`config.mk`:
```
export PLATFORM = sky130hd
export DESIGN_NAME = bus_arbiter_flat
export DESIGN_NICKNAME = d
export VERILOG_FILES = /design/src/rtl/cpu_bus_pkg.sv /design/src/rtl/bus_arbiter_if.sv /design/src/rtl/bus_arbiter_rr_pick.sv /design/src/rtl/bus_arbiter.sv /design/src/flat_wrapper.sv
export SDC_FILE = /design/constraint.sdc
export NUM_CORES = 1
export LEC_CHECK = 0
export CORE_ASPECT_RATIO = 0.75
export CORE_UTILIZATION = 55
export DETAILED_ROUTE_END_ITERATION = 16
export DONT_BUFFER_PORTS = 1
export PLACE_DENSITY = 0.79
export SLEW_MARGIN = 30
export SYNTH_ARGS = -nofsm -noshare
export SYNTH_HDL_FRONTEND = slang
export SYNTH_SLANG_ARGS = --single-unit
```
`constraint.sdc`:
```
create_clock -name clk -period 7.5 [get_ports clk]
set_clock_uncertainty 0.15 [all_clocks]
set_input_delay 1.5 -clock clk [delete_from_list [all_inputs] [get_ports clk]]
set_output_delay 1.5 -clock clk [all_outputs]
set_load 0.02 [all_outputs]
```
`src/rtl/cpu_bus_pkg.sv`:
```
// Shared definitions for the CPU internal Bus: arbiter states, requester indices and default sizing.
package cpu_bus_pkg;

  localparam int DEFAULT_N_REQ = 8;

  localparam int REQ_PC  = 0;
  localparam int REQ_IMM = 1;
  localparam int REQ_ALU = 2;
  localparam int REQ_RF  = 3;
  localparam int REQ_MDR = 4;
  localparam int REQ_DM  = 5;

  typedef enum logic [1:0] {
    IDLE,
    OWN,
    TURN
  } arb_state_t;

endpackage

```
`src/rtl/bus_arbiter_if.sv`:
```
// Request/grant bundle between the control unit, the Bus arbiter and the drivers' output enables.
interface bus_arbiter_if #(
  parameter int N_REQ = cpu_bus_pkg::DEFAULT_N_REQ,
  parameter int IDW   = $clog2(N_REQ)
);

  logic [N_REQ-1:0] req;
  logic [N_REQ-1:0] lock;
  logic [N_REQ-1:0] gnt;
  logic [IDW-1:0]   gnt_id;
  logic             gnt_valid;
  logic             bus_idle;
  logic             preempt;

  modport master (
    output req, lock,
    input  gnt, gnt_id, gnt_valid, bus_idle, preempt
  );

  modport slave (
    input  req, lock,
    output gnt, gnt_id, gnt_valid, bus_idle, preempt
  );

endinterface

```
`src/rtl/bus_arbiter_rr_pick.sv`:
```
// Combinational round-robin picker: first set request at or after ptr, wrapping modulo N_REQ.
module rr_pick #(
  parameter int N_REQ = 8,
  parameter int IDW   = $clog2(N_REQ)
) (
  input  logic [N_REQ-1:0] req,
  input  logic [IDW-1:0]   ptr,
  output logic [N_REQ-1:0] win_oh,
  output logic [IDW-1:0]   win_idx,
  output logic             any
);

  logic [IDW-1:0] cand;

  // NOTE: every output of a combinational block gets a default first so no path leaves it unassigned (no latch).
  always_comb begin
    win_oh  = '0;
    win_idx = '0;
    any     = 1'b0;
    cand    = '0;
    for (int i = 0; i < N_REQ; i++) begin
      cand = IDW'((int'(ptr) + i) % N_REQ);
      if (!any && req[cand]) begin
        any     = 1'b1;
        win_idx = cand;
      end
    end
    if (any) win_oh[win_idx] = 1'b1;
  end

endmodule

```
`src/rtl/bus_arbiter.sv`:
```
// Round-robin owner of the internal Bus with hold limits, lock, and a dead interval on every handover.
module bus_arbiter
  import cpu_bus_pkg::*;
#(
  parameter int N_REQ       = DEFAULT_N_REQ,
  parameter int IDW         = $clog2(N_REQ),
  parameter int MAX_HOLD    = 4,
  parameter int TURN_CYCLES = 1
) (
  input logic          clk,
  input logic          rst_n,
  bus_arbiter_if.slave bus
);

  localparam int CW = (MAX_HOLD > 0) ? $clog2(MAX_HOLD + 1) : 1;
  localparam int TW = (TURN_CYCLES > 1) ? $clog2(TURN_CYCLES) : 1;

  arb_state_t       state_q, state_d;
  logic [N_REQ-1:0] gnt_q, gnt_d;
  logic [IDW-1:0]   gnt_id_q, gnt_id_d;
  logic             gnt_valid_q, gnt_valid_d;
  logic             preempt_q, preempt_d;
  logic [IDW-1:0]   ptr_q, ptr_d;
  logic [CW-1:0]    hold_q, hold_d;
  logic [TW-1:0]    turn_q, turn_d;

  logic [N_REQ-1:0] pick_oh;
  logic [IDW-1:0]   pick_idx;
  logic             pick_any;
  logic             owner_req;
  logic             others_req;
  logic             hold_expired;
  logic             do_grant;

  rr_pick #(.N_REQ(N_REQ), .IDW(IDW)) u_pick (
    .req     (bus.req),
    .ptr     (ptr_q),
    .win_oh  (pick_oh),
    .win_idx (pick_idx),
    .any     (pick_any)
  );

  assign owner_req    = bus.req[gnt_id_q];
  assign others_req   = |(bus.req & ~gnt_q);
  assign hold_expired = (MAX_HOLD != 0) && (hold_q >= CW'(MAX_HOLD));

  always_comb begin
    state_d     = state_q;
    gnt_d       = gnt_q;
    gnt_id_d    = gnt_id_q;
    gnt_valid_d = gnt_valid_q;
    preempt_d   = 1'b0;
    ptr_d       = ptr_q;
    hold_d      = hold_q;
    turn_d      = turn_q;
    do_grant    = 1'b0;

    case (state_q)
      IDLE: do_grant = pick_any;
      OWN: begin
        if (!owner_req) begin
          gnt_d       = '0;
          gnt_valid_d = 1'b0;
          turn_d      = '0;
          state_d     = others_req ? TURN : IDLE;
        end else if (hold_expired && !bus.lock[gnt_id_q] && others_req) begin
          gnt_d       = '0;
          gnt_valid_d = 1'b0;
          preempt_d   = 1'b1;
          turn_d      = '0;
          state_d     = TURN;
        end else if (hold_q < CW'(MAX_HOLD)) begin
          hold_d = hold_q + CW'(1);
        end
      end
      TURN: begin
        if (turn_q == TW'(TURN_CYCLES - 1)) begin
          // Pointer already sits past the previous owner, so it wins again only when alone.
          do_grant = pick_any;
          if (!pick_any) state_d = IDLE;
        end else begin
          turn_d = turn_q + TW'(1);
        end
      end
      default: state_d = IDLE;
    endcase

    if (do_grant) begin
      state_d     = OWN;
      gnt_d       = pick_oh;
      gnt_id_d    = pick_idx;
      gnt_valid_d = 1'b1;
      hold_d      = CW'(1);
      ptr_d       = (pick_idx == IDW'(N_REQ - 1)) ? '0 : pick_idx + IDW'(1);
    end
  end

  // NOTE: state registers use non-blocking assignments so all flops update together on the edge.
  always_ff @(posedge clk or negedge rst_n) begin
    if (!rst_n) begin
      state_q     <= IDLE;
      gnt_q       <= '0;
      gnt_id_q    <= '0;
      gnt_valid_q <= 1'b0;
      preempt_q   <= 1'b0;
      ptr_q       <= '0;
      hold_q      <= '0;
      turn_q      <= '0;
    end else begin
      state_q     <= state_d;
      gnt_q       <= gnt_d;
      gnt_id_q    <= gnt_id_d;
      gnt_valid_q <= gnt_valid_d;
      preempt_q   <= preempt_d;
      ptr_q       <= ptr_d;
      hold_q      <= hold_d;
      turn_q      <= turn_d;
    end
  end

  assign bus.gnt       = gnt_q;
  assign bus.gnt_id    = gnt_id_q;
  assign bus.gnt_valid = gnt_valid_q;
  assign bus.bus_idle  = ~gnt_valid_q;
  assign bus.preempt   = preempt_q;

endmodule

```
`src/flat_wrapper.sv`:
```
// flat-port wrapper written by rule: the top's interface ports become plain ports
module bus_arbiter_flat import cpu_bus_pkg::*;
#(
  parameter int N_REQ       = DEFAULT_N_REQ,
  parameter int IDW         = $clog2(N_REQ),
  parameter int MAX_HOLD    = 4,
  parameter int TURN_CYCLES = 1
)
  (clk, rst_n, bus_req, bus_lock, bus_gnt, bus_gnt_id, bus_gnt_valid, bus_bus_idle, bus_preempt);
  bus_arbiter_if #(.N_REQ(N_REQ), .IDW(IDW)) bus_i ();
  input logic clk;
  input logic rst_n;
  input wire logic [$bits(bus_i.req)-1:0] bus_req;
  input wire logic [$bits(bus_i.lock)-1:0] bus_lock;
  output wire logic [$bits(bus_i.gnt)-1:0] bus_gnt;
  output wire logic [$bits(bus_i.gnt_id)-1:0] bus_gnt_id;
  output wire logic [$bits(bus_i.gnt_valid)-1:0] bus_gnt_valid;
  output wire logic [$bits(bus_i.bus_idle)-1:0] bus_bus_idle;
  output wire logic [$bits(bus_i.preempt)-1:0] bus_preempt;
  assign bus_i.req = bus_req;
  assign bus_i.lock = bus_lock;
  assign bus_gnt = bus_i.gnt;
  assign bus_gnt_id = bus_i.gnt_id;
  assign bus_gnt_valid = bus_i.gnt_valid;
  assign bus_bus_idle = bus_i.bus_idle;
  assign bus_preempt = bus_i.preempt;
  bus_arbiter #(.N_REQ(N_REQ), .IDW(IDW), .MAX_HOLD(MAX_HOLD), .TURN_CYCLES(TURN_CYCLES)) u_core (.clk(clk), .rst_n(rst_n), .bus(bus_i));
endmodule
```
# Yosys cells after proc, flatten, opt, wreduce, memory -nomap -nowiden
# Index checks and enable logic that the tools add are counted.
# totals
rom_bits	0
elab_cells	139
inputBits	18
output_inout_bits	14
mem_bits_rw	0
n_memories	0
latch_bits	0
ff_bits	22
# op_classes
reduce_logical	28
shifts	0
multipliers	0
n_eq_ne	10
n_mux	67
n_bitwise	3
magnitude_cmp	13
add_sub_neg	10
div_mod_pow	0
# op_table
operator	count
3-bit two-way mux	14
3-bit by 4-bit < comparator with 1-bit output, second input constant	10
8-bit two-way mux	5
1-bit binary-select mux with 3-bit select	10
1-bit two-way mux	28
3-bit adder, second input constant	4
2-bit two-way mux	6
3-bit inequality test, second input constant	4
1-bit logical AND	10
3-bit by 1-bit adder with 3-bit output, second input constant	3
8-bit AND	1
1-bit logical NOT	8
8-bit NOT	1
4-bit AND reduction	2
2-bit nonzero test	4
8-bit OR reduction	1
3-bit by 2-bit adder with 3-bit output, second input constant	2
2-bit one-hot mux with 3 select lines	1
2-bit by 1-bit inequality test with 1-bit output, second input constant	2
4-bit inequality test, second input constant	1
1-bit one-hot mux with 2 select lines	2
2-bit AND reduction	2
1-bit demux with 3-bit select	1
3-bit equality test, second input constant	1
other kinds (8)	8

# Logic depth before layout (Yosys ltp)
# Gate-level depths: netlist of run 1.
# depth
depth_word	30
ltp_mapped	15
mapped_depth_nobuf	12

# By module
# A second synthesis of run 1 with hierarchy kept.
# unflattened
cells_unflattened	236
area_unflattened_um2	2183.3
# by_module_without_submodules
mod	cells_each	area_each_um2	seq_area_each_um2	n_inst
bus_arbiter	112	1139.8	525.5	1
rr_pick	124	1043.5	0.0	1

# Worst setup path before layout of run 1
# OpenSTA, ideal clock, no wires.
# synth_path
kind	register to register
startpoint	register u_core.ptr_q[1]
endpoint	register u_core.ptr_q[2]
setup_slack_ps	3408
arrival_ps	3814
setup_time_ps	127
path_buffers	3
t_required_ps	7223
synth_period_minus_slack_ps	4092
path_stages_with_launch	16
path_cell_list	dfrtp_1 clkbuf_1 clkbuf_1 inv_1 ha_1 clkbuf_1 mux4_2 mux2_2 o32a_4 o21ai_0 mux2i_1 o221a_4 clkinv_4 ha_1 xnor2_1 o21ai_0
# synth_via
elab_chain_len	26
word_cells_on_any_way	58
classes_between	add/sub: 8; eq/ne: 1; mux: 35; reduce/logical: 14
# synth_lines
element	line	source
start: declaration	bus_arbiter.sv:23	logic [IDW-1:0] ptr_q, ptr_d;
start signal: assignment	bus_arbiter.sv:115	ptr_q <= ptr_d;
branches (longest 23 deep; another with 3-bit by 1-bit adder with 3-bit output)	-	
3-bit two-way mux (*)	bus_arbiter_rr_pick.sv:23	if (!any && req[cand]) begin
net u_core.pick_idx[1]	bus_arbiter.sv:28	logic [IDW-1:0] pick_idx;
3-bit by 1-bit adder with 3-bit output or 3-bit equality test (tied branches)	bus_arbiter.sv:94	ptr_d = (pick_idx == IDW'(N_REQ - 1)) ? '0 : pick_idx + IDW'(1);
3-bit two-way mux (*)	bus_arbiter.sv:94	
# Mark *: on every way through the listed nets, which the timed path passes. The select of a mux whose other input is x is not followed.
# A chain may end at the register's enable or synchronous reset.

# Worst setup path after layout of run 1
# layout_path
startpoint	register u_core.ptr_q[0]
endpoint	register u_core.ptr_q[1]
# The elaborated chain is that of the path after synthesis.

==> impl_metrics.env, run 1 <==
export IMPL_syn_inst=185
export IMPL_detail_route_vias_per_cell=7.31
export IMPL_rows=17
export IMPL_drive_above_1_share_pct=17.2
export IMPL_coreArea_um2=3060
export IMPL_nets=204
export IMPL_initial_core_util_pct=60.5
export IMPL_max_freq_mhz=223
export IMPL_synth_cell_types=46
export IMPL_dpl_hpwl_mm=3.49
export IMPL_clock_sinks=21
export IMPL_crit_family="multiplexers"
export IMPL_antenna_found_initial=0
export IMPL_synthFlopType="dfrtp_1"
export IMPL_layout_min_cycle_time_ps=4480
export IMPL_synth_most_common_cell="dfrtp_1"
export IMPL_cp_data_arrival_time_ps=4460
export IMPL_ant_nets=0
export IMPL_synth_top_cells_by_count="dfrtp_1, inv_1, nor2_1, nand2_1, mux4_2"
export IMPL_die_w_um=69.0
export IMPL_postCtsSetupBuffers=0
export IMPL_rr_worst_depth=12
export IMPL_crit_start="u_core.ptr_q[0]$_DFFE_PN0P_"
export IMPL_io_pins=32
export IMPL_crit_top_cell="ha_1"
export IMPL_pre_cts_ws_ps=3150
export IMPL_cp_cell_sequence="inv_1, ha_1, mux4_2, mux2i_1, nand3_1, o211ai_1, a21oi_1, o2bb2a_4, clkinv_2, ha_1, nand2_1, o21ai_0"
export IMPL_grt_max_degree=22
export IMPL_cp_max_fo=15
export IMPL_crit_cells=12
export IMPL_slew_headroom_pct=52.7
export IMPL_grt_usage_pct=27.2
export IMPL_seq_area_um2=526
export IMPL_ctsRootBufferMaster="clkbuf_8"
export IMPL_critPathKind="reg -> reg"
export IMPL_dieArea_um2=3610
export IMPL_multi_input_area_um2=1200
export IMPL_dr_pass1_iters=5
export IMPL_htree_levels=1
export IMPL_cap_violations=0
export IMPL_clk_path_buf_depth=2
export IMPL_slowest_stage="dfrtp_1"
export IMPL_cts_resized=0
export IMPL_ys_seq_elements=21
export IMPL_min_period_over_period_pct=59.7
export IMPL_syn_area_um2=1850
export IMPL_tightest_slew_ps=710
export IMPL_status="completed"
export IMPL_n_fill_cell=257
export IMPL_setup_tns_ps=0
export IMPL_path_buf_inv=2
export IMPL_gp_congestion=0.996
export IMPL_slew_viol_final=0
export IMPL_holdCritPathClass="reg -> reg"
export IMPL_synth_area_leaders="dfrtp_1, mux4_2, mux2i_1"
export IMPL_synth_edf_count=0
export IMPL_cts_tree="done"
export IMPL_yosys_warnings=0
export IMPL_required_ps=7480
export IMPL_wl_per_cell_um=21.2
export IMPL_hold_viol=0
export IMPL_reg2reg_to="u_core.ptr_q[1]$_DFFE_PN0P_"
export IMPL_syn_to_final_growth_pct=2.70
export IMPL_route_vias_total=1593
export IMPL_synth_net_count=208
export IMPL_synth_top_cell_area_share_pct=28.4
export IMPL_drt_initial_drc_count=186
export IMPL_clk_transition_reported_paths_ps=80
export IMPL_crit_end="u_core.ptr_q[1]$_DFFE_PN0P_"
export IMPL_grt_pass1_wl_mm=7.65
export IMPL_fin_ws_ps=3020
export IMPL_clock_latency_ps=260
export IMPL_r2r_slack_ps=3020
export IMPL_portBuffers=0
export IMPL_grt_pass1_vias=1490
export IMPL_async_reset_ff_share_pct=100
export IMPL_numCtsBuffers=3
export IMPL_start_kind="flip-flop"
export IMPL_n_antenna_cell=0
export IMPL_gr_total_overflow=0
export IMPL_ctsHoldBuffers=0
export IMPL_setup_violations=0
export IMPL_route_detailed_drc=0
export IMPL_die_h_um=52.3
export IMPL_crit_path_max_incr_delay_ps=770
export IMPL_syn_area_per_cell_um2=10.0
export IMPL_synth_seq_area_share_pct=28.4
export IMPL_drt_wl_total_mm=4.61
export IMPL_rr_startpoint="u_core.ptr_q[0]$_DFFE_PN0P_"
export IMPL_synth_top_cell_by_area="dfrtp_1"
export IMPL_cp_end_kind="flip-flop"
export IMPL_rsz0062_at_grt="no"
==> flip-flops by register name (all words and copies together), names as in the netlist <==
name,flops
u_core.hold_q,3
u_core.ptr_q,3
u_core.bus.preempt,1
u_core.bus.gnt,8
u_core.state_q,2
u_core.bus.gnt_valid,1
u_core.bus.gnt_id,3
==> how the worst min path moves through the flow <==
stage | cells after the start | to | startpoint
2_1_floorplan | 2 | u_core.hold_q[2]$_DFFE_PN0P_ | u_core.hold_q[2]$_DFFE_PN0P_
3_3_place_gp | 2 | u_core.hold_q[2]$_DFFE_PN0P_ | u_core.hold_q[2]$_DFFE_PN0P_
3_5_place_dp | 2 | u_core.hold_q[2]$_DFFE_PN0P_ | u_core.hold_q[2]$_DFFE_PN0P_
4_1_cts | 2 | u_core.hold_q[2]$_DFFE_PN0P_ | u_core.hold_q[2]$_DFFE_PN0P_
5_1_grt | 2 | u_core.hold_q[2]$_DFFE_PN0P_ | u_core.hold_q[2]$_DFFE_PN0P_
6_report | 2 | u_core.hold_q[2]$_DFFE_PN0P_ | u_core.hold_q[2]$_DFFE_PN0P_
==> final cells by class <==
cell class	count	area share, %
tap	38	2.50
multi-input combinational	135	63.2
inverter	20	4.27
sequential	21	27.6
clock inverter	1	0.263
clock buffer	3	2.17
==> worst min-delay path: stages (launching register included) <==
cell,delay (ps)
dfrtp_1,370
a21oi_1,50
nor2_1,80
==> placed cells by master, fill, tap and decap left out, types with 2 or more instances in the layout <==
cell	synthesis	final
o21ai_0	6	6
o22ai_1	5	5
xor2_1	3	3
inv_1	18	18
mux2_2	6	6
ha_1	5	5
xnor2_1	3	3
dfrtp_1	21	21
a32o_1	8	8
mux4_2	13	13
nor2_1	17	17
clkbuf_8	0	3
o221ai_1	2	2
nand2b_1	6	6
nand2_1	15	15
mux2i_1	10	10
a21oi_1	7	7
a32oi_1	2	2
clkinv_2	1	2
o211ai_1	2	2
nand3_1	3	3
==> layer usage <==
layer	up-vias	global-route usage (%)	part of all wire, %
met5	-	0	0
met3	7	8.27	14
met2	129	40.6	44
met1	768	40.1	42
li1	689	-	-
met4	0	3.40	0.87
==> logic make-up after synthesis <==
logic type / Yosys count / synth area share (%)
simple gates: 49 / 12.3
compound gates: 45 / 20.1
mux: 30 / 26.3
buf+inv: 29 / 6.75
flops: 21 / 28.4
xor+xnor: 6 / 2.84
fa+ha+maj: 5 / 3.38
==> per-stage QoR <==
stage          std cells  utilization (%)  area, um2  hold WS, ps
2_1_floorplan        185                -       1850          334
5_1_grt              218             62.1       1900          424
3_5_place_dp         214             60.6       1860          362
4_1_cts              218             62.1       1900          380
3_3_place_gp         214             60.6       1860          353
6_report             218             62.1       1900          387
Power of run 1 is left out: the tool's default activity adds up to more than one toggle a clock period on the data nets, which glitch-free logic cannot reach.
==> inputs of run 2 (changes only) <==
--- a/config.mk
+++ b/config.mk
@@ -9,7 +9,7 @@
 export CORE_UTILIZATION = 55
 export DETAILED_ROUTE_END_ITERATION = 16
 export DONT_BUFFER_PORTS = 1
-export PLACE_DENSITY = 0.79
+export PLACE_DENSITY = 0.82
 export SLEW_MARGIN = 30
 export SYNTH_ARGS = -nofsm -noshare
 export SYNTH_HDL_FRONTEND = slang
==> constraint.sdc (replaced) <==
create_clock -name clk -period 4.1 [get_ports clk]
set_clock_uncertainty 0.15 [all_clocks]
set_input_delay 0.82 -clock clk [delete_from_list [all_inputs] [get_ports clk]]
set_output_delay 0.82 -clock clk [all_outputs]
set_load 0.02 [all_outputs]
==> impl_metrics.env, run 2 (synthesis results as in run 1) <==
export IMPL_cp_cell_sequence="inv_1, ha_1, mux4_2, mux2_2, o32a_4, o21ai_0, mux2i_1, o221a_4, clkinv_4, ha_1, xnor2_1, o21ai_0"
export IMPL_grt_pass1_wl_mm=7.54
export IMPL_tightest_slew_ps=625
export IMPL_initial_core_util_pct=60.5
export IMPL_rsz0062_at_grt="no"
export IMPL_n_fill_cell=263
export IMPL_clock_latency_ps=270
export IMPL_cp_data_arrival_time_ps=3670
export IMPL_die_h_um=52.3
export IMPL_grt_use_met1_pct=38.3
export IMPL_numCtsBuffers=3
export IMPL_grt_usage_pct=27.4
export IMPL_largest_reg_flops=8
export IMPL_syn_to_final_growth_pct=3.92
export IMPL_stdcell_area_um2=1930
export IMPL_start_kind="flip-flop"
export IMPL_portBuffers=0
export IMPL_path_buf_inv=2
export IMPL_grt_use_met3_pct=8.65
export IMPL_gr_total_overflow=0
export IMPL_reg2reg_to="u_core.ptr_q[2]$_DFFE_PN0P_"
export IMPL_route_vias_total=1535
export IMPL_grt_max_degree=22
export IMPL_use_met2_pct=41.4
export IMPL_postCtsSetupBuffers=0
export IMPL_antenna_found_initial=0
export IMPL_setup_violations=0
export IMPL_nets=207
export IMPL_rr_worst_depth=12
export IMPL_r2r_slack_ps=420
export IMPL_place_area_um2=1880
export IMPL_cp_end_kind="flip-flop"
export IMPL_hold_viol=0
export IMPL_ant_nets=0
export IMPL_min_period_over_period_pct=89.8
export IMPL_setup_tns_ps=0
export IMPL_rr_startpoint="u_core.ptr_q[0]$_DFFE_PN0P_"
export IMPL_dr_pass1_iters=4
export IMPL_slowest_stage="ha_1"
export IMPL_clk_path_buf_depth=2
export IMPL_busiest_layer="met2"
export IMPL_rows=17
export IMPL_required_ps=4090
export IMPL_gp_congestion=0.992
export IMPL_slew_viol_final=0
export IMPL_cp_max_fo=10
export IMPL_status="completed"
export IMPL_cts_tree="done"
export IMPL_coreArea_um2=3060
export IMPL_grt_pass1_vias=1462
export IMPL_wl_per_cell_um=20.7
export IMPL_drt_wl_total_mm=4.58
export IMPL_crit_cells=12
export IMPL_dpl_hpwl_mm=3.43
export IMPL_drt_initial_drc_count=130
export IMPL_htree_levels=1
export IMPL_crit_family="multiplexers"
export IMPL_crit_path_max_incr_delay_ps=560
export IMPL_ctsHoldBuffers=0
export IMPL_clock_sinks=21
export IMPL_crit_end="u_core.ptr_q[2]$_DFFE_PN0P_"
export IMPL_critPathKind="reg -> reg"
export IMPL_ctsRootBufferMaster="clkbuf_8"
export IMPL_drive_above_1_share_pct=18.6
export IMPL_final_common_cell="dfrtp_1"
export IMPL_io_pins=32
export IMPL_layout_common_cells="dfrtp_1, inv_1, nor2_1, nand2_1, mux4_2"
export IMPL_layout_min_cycle_time_ps=3680
export IMPL_holdCritPathClass="in -> async"
export IMPL_cts_resized=0
export IMPL_crit_start="u_core.ptr_q[0]$_DFFE_PN0P_"
export IMPL_route_detailed_drc=0
export IMPL_max_freq_mhz=272
export IMPL_n_antenna_cell=0
export IMPL_detail_route_vias_per_cell=6.95
export IMPL_dieArea_um2=3610
export IMPL_die_w_um=69.0
export IMPL_slew_headroom_pct=58.2
export IMPL_cap_violations=0
export IMPL_clk_transition_reported_paths_ps=80
==> run 2: cell count changes in the layout (fill, tap and decap cells not counted) <==
cell	change
buf_4	+3
==> run 2: cell type report <==
cell class	instances	area (um2)	share of cell area (%)
tap	38	47.5	2.47
inverter	20	81.3	4.22
clock buffer	3	41.3	2.14
multi-input combinational	135	1200	62.4
sequential	21	526	27.3
clock inverter	1	5.00	0.260
timing repair buffer	3	22.5	1.17
==> run 2: through the flow <==
step,cells,hold WS (ps),util [%],setup slack [ps]
2_1_floorplan,185,334,-,8.15
3_3_place_gp,217,365,61.4,599
3_5_place_dp,217,370,61.4,497
4_1_cts,221,87.6,62.9,475
5_1_grt,221,77.0,62.9,250
6_report,221,88.3,62.9,417
==> run 2: metal layers <==
| metal | routed length [um] | up-vias | part of all wire [%] |
|---|---|---|---|
| met2 | 2020 | 87 | 44 |
| met4 | 39 | 0 | 0.85 |
| met1 | 1960 | 751 | 43 |
| met5 | 0 | - | 0 |
| met3 | 552 | 5 | 12 |
| li1 | - | 692 | - |
==> run 2: how the worst min path moves through the flow <==
stage / start / to / slack, ps
2_1_floorplan: u_core.hold_q[2]$_DFFE_PN0P_ / u_core.hold_q[2]$_DFFE_PN0P_ / 330
3_3_place_gp: u_core.hold_q[2]$_DFFE_PN0P_ / u_core.hold_q[2]$_DFFE_PN0P_ / 370
3_5_place_dp: u_core.hold_q[2]$_DFFE_PN0P_ / u_core.hold_q[2]$_DFFE_PN0P_ / 370
4_1_cts: rst_n / u_core.ptr_q[1]$_DFFE_PN0P_ / 90
5_1_grt: rst_n / u_core.bus.gnt[1]$_DFFE_PN0P_ / 80
6_report: rst_n / u_core.bus.gnt[1]$_DFFE_PN0P_ / 90
Power of run 2 is left out for the same reason.
==> inputs of run 3 (changes only) <==
--- a/config.mk
+++ b/config.mk
@@ -7,9 +7,10 @@
 export LEC_CHECK = 0
 export CORE_ASPECT_RATIO = 0.75
 export CORE_UTILIZATION = 55
+export CTS_BUF_LIST = sky130_fd_sc_hd__clkbuf_8
 export DETAILED_ROUTE_END_ITERATION = 16
 export DONT_BUFFER_PORTS = 1
-export PLACE_DENSITY = 0.82
+export PLACE_DENSITY = 0.79
 export SLEW_MARGIN = 30
 export SYNTH_ARGS = -nofsm -noshare
 export SYNTH_HDL_FRONTEND = slang
==> constraint.sdc (replaced) <==
create_clock -name clk -period 4 [get_ports clk]
set_clock_uncertainty 0.15 [all_clocks]
set_input_delay 0.8 -clock clk [delete_from_list [all_inputs] [get_ports clk]]
set_output_delay 0.8 -clock clk [all_outputs]
set_load 0.02 [all_outputs]
==> impl_metrics.env, run 3 (synthesis results as in run 1) <==
export IMPL_status="completed"
export IMPL_dpl_hpwl_mm=3.54
export IMPL_rsz0062_at_grt="no"
export IMPL_ctsHoldBuffers=0
export IMPL_grt_usage_pct=28.0
export IMPL_required_ps=3980
export IMPL_final_common_cell="dfrtp_1"
export IMPL_rows=17
export IMPL_setup_tns_ps=0
export IMPL_grt_max_degree=22
export IMPL_clk_transition_reported_paths_ps=80
export IMPL_drt_initial_drc_count=189
export IMPL_min_period_over_period_pct=94.7
export IMPL_dr_pass1_iters=5
export IMPL_wl_per_cell_um=21.3
export IMPL_rr_startpoint="u_core.ptr_q[0]$_DFFE_PN0P_"
export IMPL_route_detailed_drc=0
export IMPL_clock_latency_ps=260
export IMPL_start_kind="flip-flop"
export IMPL_use_met2_pct=42.9
export IMPL_n_antenna_cell=0
export IMPL_hold_viol=0
export IMPL_cap_violations=0
export IMPL_clock_sinks=21
export IMPL_setup_violations=0
export IMPL_layout_common_cells="dfrtp_1, inv_1, nor2_1, nand2_1, mux4_2"
export IMPL_ant_nets=0
export IMPL_gp_congestion=0.930
export IMPL_cp_max_fo=10
export IMPL_route_vias_total=1561
export IMPL_coreArea_um2=3060
export IMPL_slew_viol_final=0
export IMPL_cp_data_arrival_time_ps=3770
export IMPL_cp_end_kind="flip-flop"
export IMPL_grt_use_met1_pct=37.5
export IMPL_layout_min_cycle_time_ps=3790
export IMPL_postCtsSetupBuffers=0
export IMPL_portBuffers=0
export IMPL_numCtsBuffers=3
export IMPL_holdCritPathClass="in -> async"
export IMPL_antenna_found_initial=0
export IMPL_syn_to_final_growth_pct=4.05
export IMPL_initial_core_util_pct=60.5
export IMPL_r2r_slack_ps=210
export IMPL_reg2reg_to="u_core.ptr_q[2]$_DFFE_PN0P_"
export IMPL_clk_path_buf_depth=2
export IMPL_grt_use_met3_pct=11.9
export IMPL_nets=207
export IMPL_ctsRootBufferMaster="clkbuf_8"
export IMPL_max_freq_mhz=264
export IMPL_die_w_um=69.0
export IMPL_drt_wl_total_mm=4.72
export IMPL_largest_reg_flops=8
export IMPL_htree_levels=1
export IMPL_drive_above_1_share_pct=18.6
export IMPL_dieArea_um2=3610
export IMPL_cts_resized=0
export IMPL_cts_tree="done"
export IMPL_die_h_um=52.3
export IMPL_grt_pass1_wl_mm=7.73
export IMPL_rr_worst_depth=12
export IMPL_gr_total_overflow=0
export IMPL_busiest_layer="met2"
export IMPL_critPathKind="reg -> reg"
export IMPL_detail_route_vias_per_cell=7.06
export IMPL_grt_pass1_vias=1521
export IMPL_tightest_slew_ps=599
export IMPL_slew_headroom_pct=59.9
export IMPL_io_pins=32
==> run 3: changes by cell type in the layout (fill, tap and decap cells not counted), sizes merged <==
cell,before,now
clkinvlp,0,1
clkinv,3,2
==> run 3: cell type report <==
type                            count  area, um2
Inverter                           20       81.3
Tap cell                           38       47.5
Clock buffer                        3       41.3
Multi-Input combinational cell    135       1200
Sequential cell                    21        526
Clock inverter                      1       7.51
Timing Repair Buffer                3       22.5
Fill cell                         247       1130
==> run 3: worst max-delay path by stage <==
stage,startpoint,end,depth (start not counted)
2_1_floorplan,u_core.ptr_q[1]$_DFFE_PN0P_,u_core.ptr_q[2]$_DFFE_PN0P_,15
3_5_place_dp,u_core.ptr_q[0]$_DFFE_PN0P_,u_core.ptr_q[2]$_DFFE_PN0P_,12
4_1_cts,u_core.ptr_q[0]$_DFFE_PN0P_,u_core.ptr_q[2]$_DFFE_PN0P_,12
5_1_grt,u_core.ptr_q[0]$_DFFE_PN0P_,u_core.ptr_q[2]$_DFFE_PN0P_,12
3_3_place_gp,u_core.ptr_q[0]$_DFFE_PN0P_,u_core.ptr_q[2]$_DFFE_PN0P_,12
6_report,u_core.ptr_q[0]$_DFFE_PN0P_,u_core.ptr_q[2]$_DFFE_PN0P_,12
==> run 3: stage by stage <==
stage	cell area, um2	hold slack (ps)	cells	setup slack, ps	utilization (%)
after global placement	1880	355	217	476	61.4
after global routing	1930	57.9	221	44.2	62.9
after CTS	1930	67.0	221	242	62.9
after floorplan	1850	334	185	36.6	-
after detailed placement	1880	355	217	263	61.4
final	1930	73.9	221	211	62.9
==> run 3: worst max-delay path, stage by stage, from the launching register on <==
cell,delay [ps]
dfrtp_1,360
inv_1,90
ha_1,540
mux4_2,450
mux2_2,320
o32a_4,390
o21ai_0,230
mux2i_1,270
o221a_4,280
clkinv_4,90
ha_1,200
xnor2_1,180
o21ai_0,100
==> run 3: routing by layer <==
metal | part of all wire [%] | vias to the layer above
met5 | 0 | -
met4 | 0.83 | 0
met3 | 13 | 7
met2 | 44 | 97
met1 | 42 | 768
li1 | - | 689
Power of run 3 is left out for the same reason.
